===== src/rtl/add_pipelined.sv =====
// add_pipelined: carry-chunked pipelined adder with valid/ready handshake.
//
// The WIDTH-bit add is split into STAGES chunks of CHUNK = WIDTH/STAGES bits.
// Stage k adds operand chunk k plus the carry registered by stage k-1, and
// appends its chunk to the partial sum built up by the earlier stages. Operand
// bits that later stages still need travel alongside in delay registers. A
// single advance enable moves the whole pipeline, so bubbles are kept in
// place rather than squeezed out.
//
// WIDTH must be an exact multiple of STAGES.
//
// Ports:
//   clk        clock, all state on its rising edge
//   rst_n      synchronous active-low reset
//   in0, in1   operands (WIDTH bits)
//   carry_in   carry into bit 0
//   in_valid   operands hold a transaction
//   in_ready   transaction is accepted this cycle (equals advance enable)
//   sum        result bits [WIDTH-1:0]
//   carry_out  carry out of bit WIDTH-1
//   overflow   two's-complement signed overflow
//   out_valid  sum/carry_out/overflow hold a result
//   out_ready  downstream takes the result this cycle
module add_pipelined #(
  parameter int WIDTH  = 16,
  parameter int STAGES = 4
) (
  input  logic             clk,
  input  logic             rst_n,
  input  logic [WIDTH-1:0] in0,
  input  logic [WIDTH-1:0] in1,
  input  logic             carry_in,
  input  logic             in_valid,
  output logic             in_ready,
  output logic [WIDTH-1:0] sum,
  output logic             carry_out,
  output logic             overflow,
  output logic             out_valid,
  input  logic             out_ready
);

  localparam int CHUNK = WIDTH / STAGES;

  logic [STAGES-1:0] valid_q;
  logic              adv;

  // The whole pipeline moves as one; it only stops when the last stage holds
  // a result that downstream is not taking.
  assign adv      = !valid_q[STAGES-1] || out_ready;
  assign in_ready = adv;

  always_ff @(posedge clk) begin
    if (!rst_n) begin
      valid_q <= '0;
    end else if (adv) begin
      valid_q <= (valid_q << 1) | STAGES'(in_valid);
    end
  end

  for (genvar k = 0; k < STAGES; k++) begin : g_stage
    // Operand bits not yet consumed on entry to this stage; the low CHUNK
    // bits are the chunk added here.
    localparam int REM = WIDTH - k * CHUNK;

    logic [REM-1:0]           a_src;
    logic [REM-1:0]           b_src;
    logic                     c_src;
    logic [CHUNK:0]           part;
    logic [(k+1)*CHUNK-1:0]   r_next;
    logic [(k+1)*CHUNK-1:0]   r_q;
    logic                     c_q;

    if (k == 0) begin : g_first
      assign a_src  = in0;
      assign b_src  = in1;
      assign c_src  = carry_in;
      assign r_next = part[CHUNK-1:0];
    end else begin : g_next
      assign a_src  = g_stage[k-1].g_fwd.a_q;
      assign b_src  = g_stage[k-1].g_fwd.b_q;
      assign c_src  = g_stage[k-1].c_q;
      assign r_next = {part[CHUNK-1:0], g_stage[k-1].r_q};
    end

    assign part = {1'b0, a_src[CHUNK-1:0]} + {1'b0, b_src[CHUNK-1:0]}
                + {{CHUNK{1'b0}}, c_src};

    always_ff @(posedge clk) begin
      if (!rst_n) begin
        r_q <= '0;
        c_q <= 1'b0;
      end else if (adv) begin
        r_q <= r_next;
        c_q <= part[CHUNK];
      end
    end

    if (k < STAGES - 1) begin : g_fwd
      // Upper operand chunks delayed so the next stage sees the same
      // transaction as the partial sum it receives.
      logic [REM-CHUNK-1:0] a_q;
      logic [REM-CHUNK-1:0] b_q;

      always_ff @(posedge clk) begin
        if (!rst_n) begin
          a_q <= '0;
          b_q <= '0;
        end else if (adv) begin
          a_q <= a_src[REM-1:CHUNK];
          b_q <= b_src[REM-1:CHUNK];
        end
      end
    end else begin : g_last
      // The last stage sees the operand sign bits and the final sum MSB
      // together, so overflow is registered here alongside the result.
      logic ovf_q;

      always_ff @(posedge clk) begin
        if (!rst_n) begin
          ovf_q <= 1'b0;
        end else if (adv) begin
          ovf_q <= (a_src[CHUNK-1] == b_src[CHUNK-1]) &&
                   (part[CHUNK-1] != a_src[CHUNK-1]);
        end
      end
    end
  end

  assign sum       = g_stage[STAGES-1].r_q;
  assign carry_out = g_stage[STAGES-1].c_q;
  assign overflow  = g_stage[STAGES-1].g_last.ovf_q;
  assign out_valid = valid_q[STAGES-1];

endmodule


===== config.mk =====
export PLATFORM = sky130hd
export DESIGN_NAME = add_pipelined
export DESIGN_NICKNAME = d
export VERILOG_FILES = /design/src/rtl/add_pipelined.sv
export SDC_FILE = /design/constraint.sdc
export NUM_CORES = 1
export LEC_CHECK = 0
export ABC_AREA = 1
export CAP_MARGIN = 10
export CORE_MARGIN = 1.5
export CORE_UTILIZATION = 45
export DETAILED_ROUTE_END_ITERATION = 8
export PLACE_DENSITY = 0.71
export SLEW_MARGIN = 20
export SYNTH_ARGS = -nofsm -noshare
export SYNTH_HDL_FRONTEND = slang
export SYNTH_SLANG_ARGS = --single-unit

===== constraint.sdc =====
create_clock -name clk -period 1.6 [get_ports clk]
set_clock_uncertainty 0.15 [all_clocks]
set_input_delay 0.16 -clock clk [delete_from_list [all_inputs] [get_ports clk]]
set_output_delay 0.16 -clock clk [all_outputs]
set_load 0.01 [all_outputs]

==> results of run 1 <==
-- synthesized netlist by cell type (all sizes together) --
cell and number:
nor2 160, dfxtp 97, o21ai 97, buf 27, inv 25, a21oi 23
nand2 14, ha 12, fa 8, nand3 8, clkbuf 4, o21bai 3
nor3 2, xnor2 2, xor2 2, a31oi 1
-- worst paths after layout --
path,startpoint,end,slack (ns)
worst max-delay path,g_stage[2].c_q$_SDFFE_PN0P_,carry_out$_SDFFE_PN0P_,-0.16
worst min-delay path,rst_n,g_stage[0].g_fwd.b_q[10]$_SDFFE_PN0P_,0.16
worst max register to register,g_stage[2].c_q$_SDFFE_PN0P_,carry_out$_SDFFE_PN0P_,-0.16
worst min register to register,valid_q[2]$_SDFFE_PN0P_,valid_q[2]$_SDFFE_PN0P_,0.31
-- power breakdown --
| group | leakage, nW | internal [mW] | switching, mW | total [mW] |
|---|---|---|---|---|
| clock network | 0.0984 | 0.690 | 0.802 | 1.49 |
| registers | 0.802 | 2.58 | 0.0853 | 2.67 |
| logic | 1.39 | 0.281 | 0.266 | 0.547 |
-- worst min-delay path, cell delays in order --
cell and delay [ns]:
buf_2 0.11, buf_12 0.21, o21ai_0 0.11, nor2_1 0.04
-- state kept, by name, summed over array words and instances, names as in the netlist --
signal	count
overflow	1
g_stage.c_q	3
g_stage.g_fwd.b_q	24
g_stage.g_fwd.a_q	24
sum	16
g_stage.r_q	24
carry_out	1
valid_q	4
-- routing by layer --
layer  track usage  up-vias
met5             0        -
met2         0.287       71
met3        0.0368       10
met4        0.0797        0
li1              -     1661
met1         0.235     1369
-- layout make-up --
cell class | count | area [um^2]
well taps | 105 | 131
clock buffers | 12 | 165
multi-input cells | 332 | 1750
fillers | 768 | 3500
flip-flops and latches | 97 | 1950
clock inverters | 4 | 26.3
repair buffers | 72 | 718
inverters | 25 | 93.8
-- cell families (layout without fill, tap and decap cells) --
logic type	after synthesis	after routing	share of synthesized area
flops	97	97	0.494
compound gates	124	124	0.160
buf+inv	56	113	0.0770
fa+ha+maj	20	20	0.0790
simple gates	184	184	0.181
xor+xnor	4	4	0.00892
-- what timing repair did --
item                                    in CTS  in global routing
resized for setup                           13                 23
setup buffers                                1                  1
endpoints found under the setup margin      10                 18
hold endpoints to repair                     0                  0
pin swaps                                    7                 10
==> results.sh, run 1 <==
export IMPL_portBuffers=56
export IMPL_io_pins=57
export IMPL_fin_crit_sh=1.10
export IMPL_crit_path_cell_trace="fa_2 -> fa_2 -> nand2_2 -> a21oi_2 -> nor3_2 -> nor2_1"
export IMPL_grt_pass1_vias=2963
export IMPL_worst_skew_pair_late_latency_ns=0.36
export IMPL_endpoint_kind="register"
export IMPL_finalNetCount=594
export IMPL_startpoint_type="register"
export IMPL_vias=3111
export IMPL_die_height_um=96.5
export IMPL_met3_length_um=324
export IMPL_wl_met1_um=3650
export IMPL_path_delay_family="adder cells"
export IMPL_drtAntennaViolNets=0
export IMPL_initial_core_util=0.471
export IMPL_avgRoutedWirePerCell_um=11.7
export IMPL_ys_seq_elements=97
export IMPL_cap_violations=0
export IMPL_cts_buffers=9
export IMPL_post_route_util=0.580
export IMPL_path_buf_inv=0
export IMPL_grt_start_max_net_pins=97
export IMPL_setup_tns_final_ns=-0.443
export IMPL_mostFrequentLayoutCells="158 x nor2_1, 89 x dfxtp_1, 86 x o21ai_0"
export IMPL_clockBufferDepth=2
export IMPL_synth_nets=542
export IMPL_viasPerCell=4.81
export IMPL_holdWs_ns=0.161
export IMPL_pre_cts_ws_ns=-0.332
export IMPL_hold_violations=0
export IMPL_cts_root_buf="clkbuf_8"
export IMPL_yosysTopAreaCell="dfxtp_1"
export IMPL_stdcell_area_um2=4840
export IMPL_critPathMostFrequentCell="fa_2"
export IMPL_worstPathRequired_ns=1.70
export IMPL_min_path_type="in -> reg"
export IMPL_grt_pass1_wl_um=13000
export IMPL_hpwlAfterDp_um=5100
export IMPL_violations="setup timing"
export IMPL_power_per_cell_area_nw_per_um2=972
export IMPL_n_antenna_cell=0
export IMPL_reg2reg_depth=6
export IMPL_arrival_ns=1.87
export IMPL_firstDrtPassIters=4
export IMPL_top_layer="met4"
export IMPL_critPathSlowestCell="fa_2"
export IMPL_gp_congestion=0.796
export IMPL_cp_max_fo=2
export IMPL_place_area_um2=4550
export IMPL_hold_depth=4
export IMPL_clk_pin_slew_worst_paths_ns=0.09
export IMPL_dp_cells=629
export IMPL_status="complete, but fails checks"
export IMPL_setup_slack_ns=-0.165
export IMPL_slew_headroom=0.796
export IMPL_final_cells=647
export IMPL_cts_hold_buf=0
export IMPL_avgSynthCellArea_um2=8.10
export IMPL_antenna_found_initial=0
export IMPL_drive_gt1_frac=0.122
export IMPL_synthCells=485
export IMPL_drt_iter0_markers=165
export IMPL_htreeDepth=3
export IMPL_p_leak_nw=2.29
export IMPL_cts_sinks=97
export IMPL_dieArea_um2=9300
export IMPL_synth_area_um2=3930
export IMPL_drv_slew=0
export IMPL_num_rows=33
export IMPL_wirelength_um=7550
export IMPL_synthTopCellsByArea="dfxtp_1 49%, nor2_1 15%, o21ai_0 11%, fa_1 4.1%, ha_1 3.8%"
export IMPL_ir_worst_vdd_uv=409
export IMPL_grt_use_total=0.180
export IMPL_worstMarginPinSlew_ns=0.306
export IMPL_synth_cell_type_count=22
export IMPL_period_needed_ns=1.76
export IMPL_cp_depth=6
export IMPL_setup_violations=5
export IMPL_max_freq_ghz=0.567
export IMPL_cpPeakStageDelay_ns=0.41
export IMPL_ys_seq_area_frac=0.494
export IMPL_p_total_mw=4.71
export IMPL_rsz0062_at_grt="yes"
export IMPL_yosysTopAreaCellShare=0.494
export IMPL_syn2layout_area_growth_pct=23.1
export IMPL_yosysWarnings=0
export IMPL_fp_dieW_um=96.5
export IMPL_drc=0
export IMPL_coreArea_um2=8340
export IMPL_wl_met2_um=3470
export IMPL_cts_tree="built"
export IMPL_crit_type="reg -> reg"
export IMPL_overflow=0
export IMPL_layout_commonest_cell="nor2_1"
Note: power is estimated with default switching activity, not from simulation.
==> run 2, diff against run 1 <==
--- a/config.mk
+++ b/config.mk
@@ -8,9 +8,8 @@
 export ABC_AREA = 1
 export CAP_MARGIN = 10
 export CORE_MARGIN = 1.5
-export CORE_UTILIZATION = 45
+export CORE_UTILIZATION = 30
 export DETAILED_ROUTE_END_ITERATION = 8
-export PLACE_DENSITY = 0.71
 export SLEW_MARGIN = 20
 export SYNTH_ARGS = -nofsm -noshare
 export SYNTH_HDL_FRONTEND = slang
==> run 2 against run 1 <==
The run still ends with setup timing left; clock power is 46% higher; hold slack better by 0.016 ns; sequential power hardly changed; maximum frequency is 4.1% higher; clock-buffer cell count stayed put; critical path depth stayed put; global-route usage is 5.8 points lower; routed wire length is 4.8% higher; critical endpoint unchanged.
==> results.sh, run 2 (same netlist as run 1, synthesis figures left out) <==
export IMPL_pwr_share_seq=0.496
export IMPL_mostFrequentLayoutCells="158 x nor2_1, 90 x dfxtp_1, 86 x o21ai_0"
export IMPL_drv_slew=0
export IMPL_hold_violations=0
export IMPL_critPathMostFrequentCell="fa_2"
export IMPL_p_leak_nw=2.30
export IMPL_cts_root_buf="clkbuf_16"
export IMPL_setup_slack_ns=-0.0955
export IMPL_grt_pass1_vias=3122
export IMPL_overflow=0
export IMPL_drive_gt1_frac=0.126
export IMPL_arrival_ns=1.77
export IMPL_crit_path_cell_trace="fa_2 -> fa_2 -> nand2_1 -> a21oi_1 -> nor3_2 -> nor2_1"
export IMPL_status="complete, but fails checks"
export IMPL_portBuffers=56
export IMPL_syn2layout_area_growth_pct=29.1
export IMPL_io_pins=57
export IMPL_ir_worst_vdd_uv=659
export IMPL_crit_type="reg -> reg"
export IMPL_rsz0062_at_grt="yes"
export IMPL_die_height_um=117
export IMPL_period_needed_ns=1.70
export IMPL_drtAntennaViolNets=0
export IMPL_layout_commonest_cell="nor2_1"
export IMPL_switchingPower_mw=1.20
export IMPL_path_delay_family="adder cells"
export IMPL_grt_pass1_wl_um=13900
export IMPL_grt_start_max_net_pins=97
export IMPL_dp_cells=705
export IMPL_worst_skew_pair_late_latency_ns=0.34
export IMPL_avgRoutedWirePerCell_um=11.0
export IMPL_violations="setup timing"
export IMPL_drt_iter0_markers=119
export IMPL_fp_dieW_um=117
export IMPL_cts_buffers=9
export IMPL_cts_hold_buf=0
export IMPL_drc=0
export IMPL_dieArea_um2=13800
export IMPL_clockBufferDepth=2
export IMPL_sw_frac_of_total=0.222
export IMPL_final_cells=720
export IMPL_clk_pin_slew_worst_paths_ns=0.06
export IMPL_slew_headroom=0.746
export IMPL_wirelength_um=7920
export IMPL_critPathSlowestCell="fa_2"
export IMPL_num_rows=41
export IMPL_worstPathRequired_ns=1.68
export IMPL_max_freq_ghz=0.590
export IMPL_cts_sinks=97
export IMPL_path_buf_inv=0
export IMPL_power_per_cell_area_nw_per_um2=1060
export IMPL_htreeDepth=3
export IMPL_firstDrtPassIters=4
export IMPL_viasPerCell=4.42
export IMPL_gp_congestion=0.743
export IMPL_ff2ff_setup_slack_ns=-0.1
export IMPL_setup_violations=3
export IMPL_cap_violations=0
export IMPL_internal_power_mw=4.19
export IMPL_worstMarginPinSlew_ns=0.381
export IMPL_cts_tree="built"
export IMPL_grt_use_total=0.121
export IMPL_finalNetCount=602
export IMPL_min_path_type="in -> reg"
export IMPL_endpoint_kind="register"
export IMPL_power_frac_clock=0.402
export IMPL_n_antenna_cell=0
export IMPL_top_regs="g_stage.g_fwd.a_q x24, g_stage.g_fwd.b_q x24, g_stage.r_q x24"
export IMPL_hpwlAfterDp_um=5420
export IMPL_setup_tns_final_ns=-0.207
export IMPL_cpPeakStageDelay_ns=0.40
export IMPL_coreArea_um2=12700
export IMPL_initial_core_util=0.309
export IMPL_startpoint_type="register"
export IMPL_fin_crit_sh=1.06
export IMPL_cp_max_fo=2
export IMPL_antenna_found_initial=0
export IMPL_combPwrFrac=0.102
export IMPL_vias=3181
==> run 2: power by group through the flow <==
stage                     logic, mW  registers, mW  clock network (mW)
after CTS                     0.545           2.67                2.22
after floorplan               0.299           2.71                   0
final                         0.549           2.67                2.17
after detailed placement      0.534           2.72                   0
after global placement        0.520           2.72                   0
after global routing          0.626           2.69                2.30
==> run 2: area by class of cell <==
type | instances | area (um^2)
Clock buffer | 12 | 267
Clock inverter | 2 | 37.5
Fill cell | 1346 | 7650
Inverter | 25 | 93.8
Multi-Input combinational cell | 332 | 1740
Sequential cell | 97 | 1950
Tap cell | 172 | 215
Timing Repair Buffer | 80 | 768
==> run 2: repair_timing <==
action	4_1_cts	5_1_grt
buffers inserted	0	1
setup endpoints to repair	9	34
pin swaps	3	7
gates resized for setup	11	18
==> run 2: final timing paths <==
check | endpoint | cells past startpoint | startpoint
max reg2reg | carry_out$_SDFFE_PN0P_ | 6 | g_stage[2].c_q$_SDFFE_PN0P_
min reg2reg | valid_q[2]$_SDFFE_PN0P_ | 2 | valid_q[2]$_SDFFE_PN0P_
max | carry_out$_SDFFE_PN0P_ | 6 | g_stage[2].c_q$_SDFFE_PN0P_
min | g_stage[0].g_fwd.b_q[0]$_SDFFE_PN0P_ | 4 | rst_n
==> run 2: tightest hold or removal path: cells and delay by family <==
kind | cells | cell delay [ns]
simple gates | 1 | 0.04
compound gates | 1 | 0.10
buf+inv | 2 | 0.31
==> run 2: routing by layer <==
layer / wire length (um) / part of all wire / vias to the layer above / track usage
met3: 303 / 0.038 / 10 / 0.0266
li1: - / - / 1684 / -
met4: 153 / 0.019 / 0 / 0.0549
met1: 3920 / 0.50 / 1432 / 0.157
met2: 3540 / 0.45 / 55 / 0.194
met5: 0 / 0 / - / 0
==> run 2: stage by stage <==
step,area [um^2],hold WS [ns],setup slack [ns],total power [mW],utilization
2_1_floorplan,3940,0.156,-0.0222,3.01,-
3_3_place_gp,4700,0.297,-0.274,3.24,0.369
3_5_place_dp,4700,0.310,-0.281,3.26,0.369
4_1_cts,5020,0.171,-0.0807,5.44,0.395
5_1_grt,5070,0.213,-0.175,5.62,0.399
6_report,5070,0.177,-0.0955,5.39,0.399
==> run 3, diff against run 2 <==
--- a/config.mk
+++ b/config.mk
@@ -8,8 +8,9 @@
 export ABC_AREA = 1
 export CAP_MARGIN = 10
 export CORE_MARGIN = 1.5
-export CORE_UTILIZATION = 30
+export CORE_UTILIZATION = 48
 export DETAILED_ROUTE_END_ITERATION = 8
+export PLACE_DENSITY = 0.75
 export SLEW_MARGIN = 20
 export SYNTH_ARGS = -nofsm -noshare
 export SYNTH_HDL_FRONTEND = slang
==> run 3 against run 2 <==
The run still ends with setup timing left; setup slack worse by 0.0052 ns; sequential power about the same; clock-buffer cell count unchanged; global-route usage up 5.0 points; sequential share of layout area up 1.3 points; critical path depth unchanged; combinational power down 1%; sequential cell count unchanged; routed wire length down 11%; register-to-register slack about the same; non-clock buffer count down 2; highest routed layer unchanged.
==> results.sh, run 3 (same netlist as run 1, synthesis figures left out) <==
export IMPL_status="complete, but fails checks"
export IMPL_violations="setup timing"
export IMPL_startpoint_type="register"
export IMPL_cts_sinks=97
export IMPL_setup_tns_final_ns=-0.251
export IMPL_num_rows=32
export IMPL_place_area_um2=4650
export IMPL_internal_power_mw=3.66
export IMPL_path_delay_family="adder cells"
export IMPL_avgRoutedWirePerCell_um=10.8
export IMPL_critPathSlowestCell="fa_2"
export IMPL_arrival_ns=1.79
export IMPL_switchingPower_mw=1.09
export IMPL_clockBufferDepth=2
export IMPL_io_pins=57
export IMPL_min_path_type="in -> reg"
export IMPL_register_area_um2=1950
export IMPL_gp_congestion=0.772
export IMPL_setup_violations=5
export IMPL_worstMarginPinSlew_ns=0.242
export IMPL_p_leak_nw=2.28
export IMPL_dp_cells=632
export IMPL_multi_input_area_um2=1720
export IMPL_slew_headroom=0.837
export IMPL_hpwlAfterDp_um=4930
export IMPL_grt_use_total=0.171
export IMPL_pre_cts_ws_ns=-0.335
export IMPL_crit_path_cell_trace="fa_2 -> fa_2 -> nand2_1 -> a21oi_1 -> nor3_1 -> nor2_1"
export IMPL_die_height_um=93.5
export IMPL_grt_pass1_vias=2849
export IMPL_ir_worst_vdd_uv=389
export IMPL_finalNetCount=600
export IMPL_rsz0062_at_grt="yes"
export IMPL_cts_buffers=9
export IMPL_antenna_found_initial=0
export IMPL_clk_pin_slew_worst_paths_ns=0.08
export IMPL_cp_max_fo=2
export IMPL_combPwrFrac=0.114
export IMPL_initial_core_util=0.503
export IMPL_drtAntennaViolNets=0
export IMPL_cts_root_buf="clkbuf_8"
export IMPL_top_regs="g_stage.g_fwd.a_q x24, g_stage.g_fwd.b_q x24, g_stage.r_q x24"
export IMPL_vias=3082
export IMPL_cpPeakStageDelay_ns=0.40
export IMPL_fp_dieW_um=93.5
export IMPL_worst_skew_pair_late_latency_ns=0.34
export IMPL_grt_pass1_wl_um=12000
export IMPL_setup_slack_ns=-0.101
export IMPL_drc=0
export IMPL_n_antenna_cell=0
export IMPL_critPathMostFrequentCell="fa_2"
export IMPL_fillCellCount=673
export IMPL_worstPathRequired_ns=1.69
export IMPL_power_per_cell_area_nw_per_um2=970
export IMPL_viasPerCell=4.75
export IMPL_htreeDepth=3
export IMPL_stdcell_area_um2=4900
export IMPL_firstDrtPassIters=4
export IMPL_period_needed_ns=1.70
export IMPL_sw_frac_of_total=0.230
export IMPL_endpoint_kind="register"
export IMPL_layout_commonest_cell="nor2_1"
export IMPL_mostFrequentLayoutCells="159 x nor2_1, 91 x dfxtp_1, 86 x o21ai_0"
export IMPL_portBuffers=56
export IMPL_final_cells=649
export IMPL_crit_type="reg -> reg"
export IMPL_coreArea_um2=7810
export IMPL_power_frac_clock=0.326
export IMPL_syn2layout_area_growth_pct=24.7
export IMPL_wirelength_um=7020
export IMPL_overflow=0
export IMPL_pwr_share_seq=0.561
export IMPL_max_freq_ghz=0.588
export IMPL_cap_violations=0
export IMPL_path_buf_inv=0
export IMPL_fin_crit_sh=1.06
export IMPL_cts_tree="built"
export IMPL_hold_violations=0
export IMPL_drive_gt1_frac=0.110
export IMPL_grt_start_max_net_pins=67
export IMPL_drv_slew=0
export IMPL_drt_iter0_markers=103
export IMPL_dieArea_um2=8740
-- run 3: final timing paths --
check	depth (start not counted)	from	endpoint	slack (ns)
worst min register to register	2	valid_q[2]$_SDFFE_PN0P_	valid_q[2]$_SDFFE_PN0P_	0.31
worst max register to register	6	g_stage[2].c_q$_SDFFE_PN0P_	carry_out$_SDFFE_PN0P_	-0.10
worst min-delay path	3	in0[4]	g_stage[0].g_fwd.a_q[0]$_SDFFE_PN0P_	0.27
worst max-delay path	6	g_stage[2].c_q$_SDFFE_PN0P_	carry_out$_SDFFE_PN0P_	-0.10
-- run 3: power groups by stage --
stage | clock [mW] | combinational (mW) | sequential (mW)
floorplan | 0 | 0.299 | 2.71
global placement | 0 | 0.516 | 2.71
detailed placement | 0 | 0.529 | 2.72
CTS | 1.59 | 0.535 | 2.67
global route | 1.70 | 0.615 | 2.69
finish | 1.55 | 0.541 | 2.67
-- run 3: area by class of cell --
class                           count  share of cell area
Clock buffer                       12              0.0316
Clock inverter                      3             0.00817
Inverter                           25              0.0191
Multi-Input combinational cell    332               0.351
Sequential cell                    97               0.398
Tap cell                          102              0.0260
Timing Repair Buffer               78               0.166
-- run 3: metrics by stage --
step / power [mW] / hold slack [ns] / util
after global placement: 3.23 / 0.294 / 0.596
final: 4.76 / 0.275 / 0.628
after floorplan: 3.01 / 0.156 / -
after detailed placement: 3.25 / 0.297 / 0.596
after global routing: 5.00 / 0.291 / 0.628
after CTS: 4.79 / 0.266 / 0.623
-- run 3: worst reg2reg max path, stage by stage, from the launching register on --
cell and delay (ns):
dfxtp_2 0.34, fa_2 0.40, fa_2 0.36, nand2_1 0.10, a21oi_1 0.07, nor3_1 0.13, nor2_1 0.05
-- run 3: what timing repair did --
item | 4_1_cts | 5_1_grt
setup buffers | 0 | 1
endpoints found under the hold margin | 3 | 0
setup endpoints to repair | 9 | 12
pin swaps | 6 | 6
gates resized for setup | 10 | 12
hold buffers | 1 | 0
gates cloned | 0 | 0
-- run 3: metal layers --
metal / share of wire / global-route usage / up-vias
met5: 0 / 0 / -
met4: 0.013 / 0.0631 / 0
met3: 0.039 / 0.0423 / 8
met2: 0.45 / 0.289 / 54
met1: 0.50 / 0.211 / 1345
li1: - / - / 1675
